<file path="src/rtl/ascon_sbox_layer_seq_pkg.sv">
// ascon_pkg: shared widths, sequencer state enum and column pack/unpack helpers
// for the ASCON substitution-layer sequencer.
//   ASCON_STATE_W - full permutation state width (5 words x 64 bits)
//   ASCON_WORD_W  - width of one state word x0..x4
//   ASCON_SBOX_W  - width of one S-box column
//   pack_column   - gathers bit i of x0..x4 into {x0,x1,x2,x3,x4}
//   unpack_column - scatters a 5-bit column back to bit i of x0..x4
package ascon_pkg;
   localparam int ASCON_STATE_W = 320;
   localparam int ASCON_WORD_W  = 64;
   localparam int ASCON_SBOX_W  = 5;

   typedef enum logic [1:0] {IDLE, RUN, DONE} seq_state_t;

   function automatic logic [ASCON_SBOX_W-1:0] pack_column(
      input logic [ASCON_STATE_W-1:0] s,
      input int                       i
   );
      return {s[4*ASCON_WORD_W+i], s[3*ASCON_WORD_W+i], s[2*ASCON_WORD_W+i],
              s[ASCON_WORD_W+i], s[i]};
   endfunction

   function automatic logic [ASCON_STATE_W-1:0] unpack_column(
      input logic [ASCON_STATE_W-1:0] s,
      input int                       i,
      input logic [ASCON_SBOX_W-1:0]  c
   );
      logic [ASCON_STATE_W-1:0] r;
      r = s;
      r[4*ASCON_WORD_W+i] = c[4];
      r[3*ASCON_WORD_W+i] = c[3];
      r[2*ASCON_WORD_W+i] = c[2];
      r[ASCON_WORD_W+i]   = c[1];
      r[i]                = c[0];
      return r;
   endfunction
endpackage

</file>
<file path="src/rtl/ascon_sbox_core.sv">
// ASCON: 5-bit ASCON S-box core, bitsliced form.
//   i_x - column input  {x0,x1,x2,x3,x4}
//   o_y - column output {x0,x1,x2,x3,x4}
module ASCON (
   input  logic [4:0] i_x,
   output logic [4:0] o_y
);
   // w_a/w_b are indexed by word number: [0] = x0 ... [4] = x4
   logic [4:0] w_a, w_b;
   always_comb begin
      w_a[0] = i_x[4] ^ i_x[0];
      w_a[1] = i_x[3];
      w_a[2] = i_x[2] ^ i_x[3];
      w_a[3] = i_x[1];
      w_a[4] = i_x[0] ^ i_x[1];
      for (int k = 0; k < 5; k++)
         w_b[k] = w_a[k] ^ (~w_a[(k+1)%5] & w_a[(k+2)%5]);
   end
   assign o_y = {w_b[0] ^ w_b[4], w_b[1] ^ w_b[0], ~w_b[2], w_b[3] ^ w_b[2], w_b[4]};
endmodule

</file>
<file path="src/rtl/ascon_sbox_lanes.sv">
// ascon_sbox_lanes: LANES parallel ASCON S-box cores over a packed column slice.
//   i_cols - LANES columns, lane l at [5*l +: 5]
//   o_cols - substituted columns, same packing
module ascon_sbox_lanes import ascon_pkg::*; #(
   parameter int LANES = 4
) (
   input  logic [ASCON_SBOX_W*LANES-1:0] i_cols,
   output logic [ASCON_SBOX_W*LANES-1:0] o_cols
);
   for (genvar l = 0; l < LANES; l++) begin : g_lane
      ASCON u_sbox (
         .i_x(i_cols[ASCON_SBOX_W*l +: ASCON_SBOX_W]),
         .o_y(o_cols[ASCON_SBOX_W*l +: ASCON_SBOX_W])
      );
   end
endmodule

</file>
<file path="src/rtl/ascon_sbox_layer_seq.sv">
// ascon_sbox_layer_seq: applies the ASCON S-box layer to a 320-bit state,
// LANES columns per cycle, with valid/ready on both sides.
//   clk, rst              - clock, async active-high reset
//   in_valid/in_ready     - input handshake, in_state = {x0,x1,x2,x3,x4}
//   flush                 - synchronous abort to IDLE, state register kept
//   out_valid/out_ready   - output handshake, out_state same packing
//   busy                  - high while RUN or DONE
//   layer_cnt             - completed layers, only with ASCON_SBOX_SEQ_CNT_EN
module ascon_sbox_layer_seq import ascon_pkg::*; #(
   parameter int LANES = 4,
   parameter int CNT_W = 16
) (
   input  logic                     clk,
   input  logic                     rst,
   input  logic                     in_valid,
   output logic                     in_ready,
   input  logic [ASCON_STATE_W-1:0] in_state,
   input  logic                     flush,
   output logic                     out_valid,
   input  logic                     out_ready,
   output logic [ASCON_STATE_W-1:0] out_state,
   output logic                     busy
`ifdef ASCON_SBOX_SEQ_CNT_EN
   ,
   output logic [CNT_W-1:0]         layer_cnt
`endif
);
   localparam int N     = ASCON_WORD_W / LANES;
   localparam int COL_W = N > 1 ? $clog2(N) : 1;

   if (!(LANES == 1 || LANES == 2 || LANES == 4 || LANES == 8 ||
         LANES == 16 || LANES == 32 || LANES == 64)) begin : g_bad_lanes
      $error("ascon_sbox_layer_seq: LANES must be a power of two in 1..64");
   end

   seq_state_t                 r_state, w_nstate;
   logic [ASCON_STATE_W-1:0]   r_data, w_sub;
   logic [COL_W-1:0]           r_col;
   logic [ASCON_SBOX_W*LANES-1:0] w_lane_in, w_lane_out;
   logic                       w_last;
   int                         w_base;

   assign w_last = r_col == COL_W'(N-1);
   assign w_base = int'(r_col) * LANES;

   always_comb begin
      w_lane_in = '0;
      for (int j = 0; j < LANES; j++)
         w_lane_in[ASCON_SBOX_W*j +: ASCON_SBOX_W] = pack_column(r_data, w_base + j);
   end

   ascon_sbox_lanes #(.LANES(LANES)) u_lanes (
      .i_cols(w_lane_in),
      .o_cols(w_lane_out)
   );

   always_comb begin
      w_sub = r_data;
      for (int j = 0; j < LANES; j++)
         w_sub = unpack_column(w_sub, w_base + j, w_lane_out[ASCON_SBOX_W*j +: ASCON_SBOX_W]);
   end

   always_ff @(posedge clk or posedge rst)
      if (rst) r_state <= IDLE;
      else     r_state <= w_nstate;

   always_comb begin
      w_nstate  = r_state;
      in_ready  = r_state == IDLE;
      out_valid = r_state == DONE;
      busy      = r_state != IDLE;
      if (flush)                            w_nstate = IDLE;
      else if (r_state == IDLE && in_valid)  w_nstate = RUN;
      else if (r_state == RUN && w_last)     w_nstate = DONE;
      else if (r_state == DONE && out_ready) w_nstate = IDLE;
   end

   always_ff @(posedge clk or posedge rst)
      if (rst) begin
         r_data <= '0;
         r_col  <= '0;
      end else if (flush) begin
         r_col  <= '0;
      end else if (r_state == IDLE && in_valid) begin
         r_data <= in_state;
         r_col  <= '0;
      end else if (r_state == RUN) begin
         r_data <= w_sub;
         r_col  <= w_last ? '0 : r_col + COL_W'(1);
      end

   assign out_state = r_data;

`ifdef ASCON_SBOX_SEQ_CNT_EN
   if (CNT_W < 1) begin : g_bad_cnt
      $error("ascon_sbox_layer_seq: CNT_W must be at least 1");
   end
   logic [CNT_W-1:0] r_cnt;
   always_ff @(posedge clk or posedge rst)
      if (rst)                                  r_cnt <= '0;
      else if (!flush && out_valid && out_ready) r_cnt <= r_cnt + CNT_W'(1);
   assign layer_cnt = r_cnt;
`else
   if (CNT_W < 1) begin : g_bad_cnt
      $error("ascon_sbox_layer_seq: CNT_W must be at least 1");
   end
`endif
endmodule

</file>
<file path="config.mk">
export PLATFORM = sky130hd
export DESIGN_NAME = ascon_sbox_layer_seq
export DESIGN_NICKNAME = d
export VERILOG_FILES = /design/src/rtl/ascon_sbox_layer_seq_pkg.sv /design/src/rtl/ascon_sbox_core.sv /design/src/rtl/ascon_sbox_lanes.sv /design/src/rtl/ascon_sbox_layer_seq.sv
export SDC_FILE = /design/constraint.sdc
export NUM_CORES = 1
export LEC_CHECK = 0
export ABC_AREA = 1
export CAP_MARGIN = 0
export CORE_AREA = 5 5 251 253
export CTS_BUF_LIST = sky130_fd_sc_hd__clkbuf_8
export DETAILED_ROUTE_END_ITERATION = 8
export DIE_AREA = 0 0 256 258
export PLACE_DENSITY = 0.67
export SYNTH_ARGS = -nofsm -noshare
export SYNTH_HDL_FRONTEND = slang
export SYNTH_SLANG_ARGS = --single-unit
</file>
<file path="constraint.sdc">
create_clock -name clk -period 33.7 [get_ports clk]
set_input_delay 6.74 -clock clk [delete_from_list [all_inputs] [get_ports clk]]
set_output_delay 6.74 -clock clk [all_outputs]
set_load 0.01 [all_outputs]
</file>
==> summary by stage <==
Floorplan
The horizontal die dimension is 256 um. 648 I/O pins were placed. The number of placement rows is 91. For this configuration, the core starts out at a cell density of 0.329.

The area of the die is 66000 um^2. The die is 258 um tall. The placeable core region is around 61000 um^2.

CTS
The clock tree from TritonCTS is done. The number of clock sinks seen by CTS is 326. The H-tree depth is 3. The clock reaches the later pin of the worst-skew pair after between 600 and 700 ps. The CTS buffer count is 66.

The clock-pin slew on the worst setup and hold paths is 60 ps. The clock tree root driver cell is sky130_fd_sc_hd__clkbuf_8. The maximum count of clock buffers along a single path is 3.

Buffers added to address setup during post-CTS repair amount to 0. The number of gates resized after CTS is 0. The number of buffers inserted for hold repair after clock tree synthesis is 0.

Job
The max-capacitance violation count is 0.

Power and ir drop
The worst-case IR drop observed on VDD is just over 0.08 mV. In this run the power density over the cells is 79.6 nW/um^2. In this run the static leakage power is 12.5 nW.

Place
The quantity of I/O buffers inserted on ports is 647. The global placement routability congestion is 0.915. After legalization and detailed placement, the total HPWL measured approximately 77000 um. The total instance count after detailed placement is 4118.

Once placement finished, the instance area stood at 26800 um^2.

Drt
The number of DRC markers after the initial detailed-route iteration is 2777. For this block, the via count after detailed routing is 23586. In the final routed layout, each cell accounts on average for 25.7 um. The wire length after detailed routing is between 100000 and 150000 um. The per-cell via count in the routed design is 5.57. The count of nets left with antenna violations once routing finished came out at 0. For this run, the detailed router's first-pass iteration total came to 7.

The residual DRC count is 0.

STA
The share of the cycle needed by the critical path after routing is 0.288. The actual transition at the worst max-transition pin is 1230 ps. The setup violation total in the final timing report is 0.

The worst path needs 9720 ps of the cycle, external delays included. The clock arrives with a little under 50 ps of skew. The count of endpoints failing hold in the final timing report is 0. Setup repair after global routing left no endpoint under its margin. The upper clock frequency limit is around 100 MHz.

The setup TNS is 0 ps. The relative max-transition margin is 0.180. The max-slew violation count is 0.

Synthesis
The net count after synthesis is between 3000 and 4000. The register bit count reported by yosys is 326. Ranked by total cell area, the synthesized netlist is headed by sky130_fd_sc_hd__dfrtp_1 41%, sky130_fd_sc_hd__nand2_1 13%, sky130_fd_sc_hd__a21oi_1 11%, sky130_fd_sc_hd__nor2_1 6.6%, sky130_fd_sc_hd__nand3_1 5.4%. Yosys mapped the design onto 36 distinct sky130hd cell types. The leading area contributor after synthesis is sky130_fd_sc_hd__dfrtp_1.

The mean cell area of the mapped netlist is 7.04 um^2. The portion of synthesized cell area occupied by the leading cell type is 0.408. The number of instances in the synthesized netlist is about 2800. The yosys synthesis warning count is 0.

In this run the cell area of the synthesized design comes to ~20000 um^2. For this run, the register share of the synthesized area comes to 0.408.

Global route
The wire length of the first global-routing pass is 156000 um. The via count of the first global-routing pass was 22996. The initial antenna violation count came to 10. Entering global routing, the biggest net connects 197 pins. After global routing the overflow that remains totals 0. Across every metal layer, demand over resource in global routing totals 0.313.

Layout
The final cell count without fillers is 4235. Relative to the synthesized area, the layout overhead comes to 40.4%. The share of layout cells above drive strength 1 is 0.0771.

The fraction of the core area covered by cells at the end of the flow is 0.462. The final standard cell area without fillers is ~28000 um^2. At the end of the flow, the number of nets in the layout was 3733.

Setup path
The sort of element at the end of the critical path is a flip-flop. The path type of the worst setup path is in2reg. STA puts the critical path data arrival time at 10280 ps.

The required time at the endpoint of the critical path is 34260 ps. The slowest stage of the critical path is the sky130_fd_sc_hd__nor2_2 cell. The largest fanout of any net on the critical path is 26. The signal on the critical path passes through clkdlybuf4s50_1 -> nand2_1 -> nor2_2 -> nor2_1 -> inv_1 -> nand2_1 -> inv_1 -> nor2_1 -> a21oi_1. The kind of launch point of the worst setup path is a primary input. The largest single stage delay on the critical path is 890 ps.

Status
The run finished with clean final reports.

Min path
The min-delay analysis places its worst path in the category reg2reg.
[cells by family after synthesis]
logic type | count (synthesis) | share of synthesized area
buf+inv | 417 | 0.0965
fa+ha+maj | 12 | 0.00751
compound gates | 728 | 0.200
xor+xnor | 14 | 0.00801
simple gates | 1344 | 0.280
flops | 326 | 0.408
[metal layers]
metal / track usage / vias up / wire (um)
met5: 0 / - / 0
met4: 0.131 / 0 / 4680
met3: 0.0771 / 281 / 11100
met2: 0.515 / 1603 / 51200
met1: 0.396 / 11310 / 41900
li1: - / 10392 / -
[flip-flops by register name, indices dropped and copies added, names as in the netlist]
signal,flops
r_state,2
r_col,4
out_state,320
[metrics by stage]
stage	setup slack, ps	hold slack, ps	power [mW]
5_1_grt	23830	533	2.33
4_1_cts	24090	498	2.21
6_report	23980	502	2.24
3_3_place_gp	23470	486	1.80
2_1_floorplan	17930	511	1.20
3_5_place_dp	23400	483	1.80
[worst paths after layout]
check / startpoint / cells after the start / slack, ps / to
setup / recovery: in_valid / 9 / 23980 / out_state[109]
hold reg to reg: out_state[133] / 2 / 500 / out_state[133]
hold / removal: out_state[133] / 2 / 500 / out_state[133]
min in group asynchronous: rst / 2 / 6610 / out_state[182]
setup reg to reg: r_col[1] / 15 / 28540 / out_state[112]
max in group asynchronous: rst / 3 / 25450 / out_state[213]
[critical path: cells and delay by family]
family	cells	cell delay, ps
simple gates	5	1980
compound gates	1	140
buf+inv	3	1410
[area by class of cell]
type	instances	area (um^2)
antenna	10	25.0
inverter	224	862
clock buffer	81	1110
clock inverter	26	125
tap	790	988
sequential	326	8170
multi-input combinational	2098	10000
timing repair buffer	680	6750
fill	6236	32700
[where the power goes]
| part | switching, mW | internal, mW | total [mW] |
|---|---|---|---|
| registers | 0.0977 | 0.485 | 0.582 |
| clock network | 0.192 | 0.216 | 0.408 |
| logic | 0.854 | 0.391 | 1.25 |
| total | 1.14 | 1.09 | 2.24 |
[layout by cell type, fill, tap and decap left out, drive strengths merged]
| cell | n |
|---|---|
| buf | 33 |
| a21oi | 456 |
| o21ai | 172 |
| clkinv | 5 |
| nand4 | 8 |
| nor2 | 360 |
| xnor2 | 6 |
| or2 | 1 |
| clkbuf | 81 |
| clkdlybuf4s50 | 647 |
| nand3b | 2 |
| nand3 | 222 |
| a22oi | 70 |
| o22ai | 22 |
| clkinvlp | 2 |
| inv | 243 |
| dfrtp | 326 |
| o211ai | 8 |
| diode | 10 |
| nand2 | 751 |
| ha | 12 |
| xor2 | 8 |
[synthesized netlist by cell type, drive strengths merged]
cell type	count
dfrtp	326
nor2	360
nand3b	2
o22ai	22
o21ai	172
clkbuf	101
nand4	8
nand2	751
clkinv	2
buf	92
a21oi	456
inv	222
or2	1
xor2	8
xnor2	6
o211ai	8
nand3	222
ha	12
a22oi	70
Note: power is estimated with default switching activity, not from simulation.
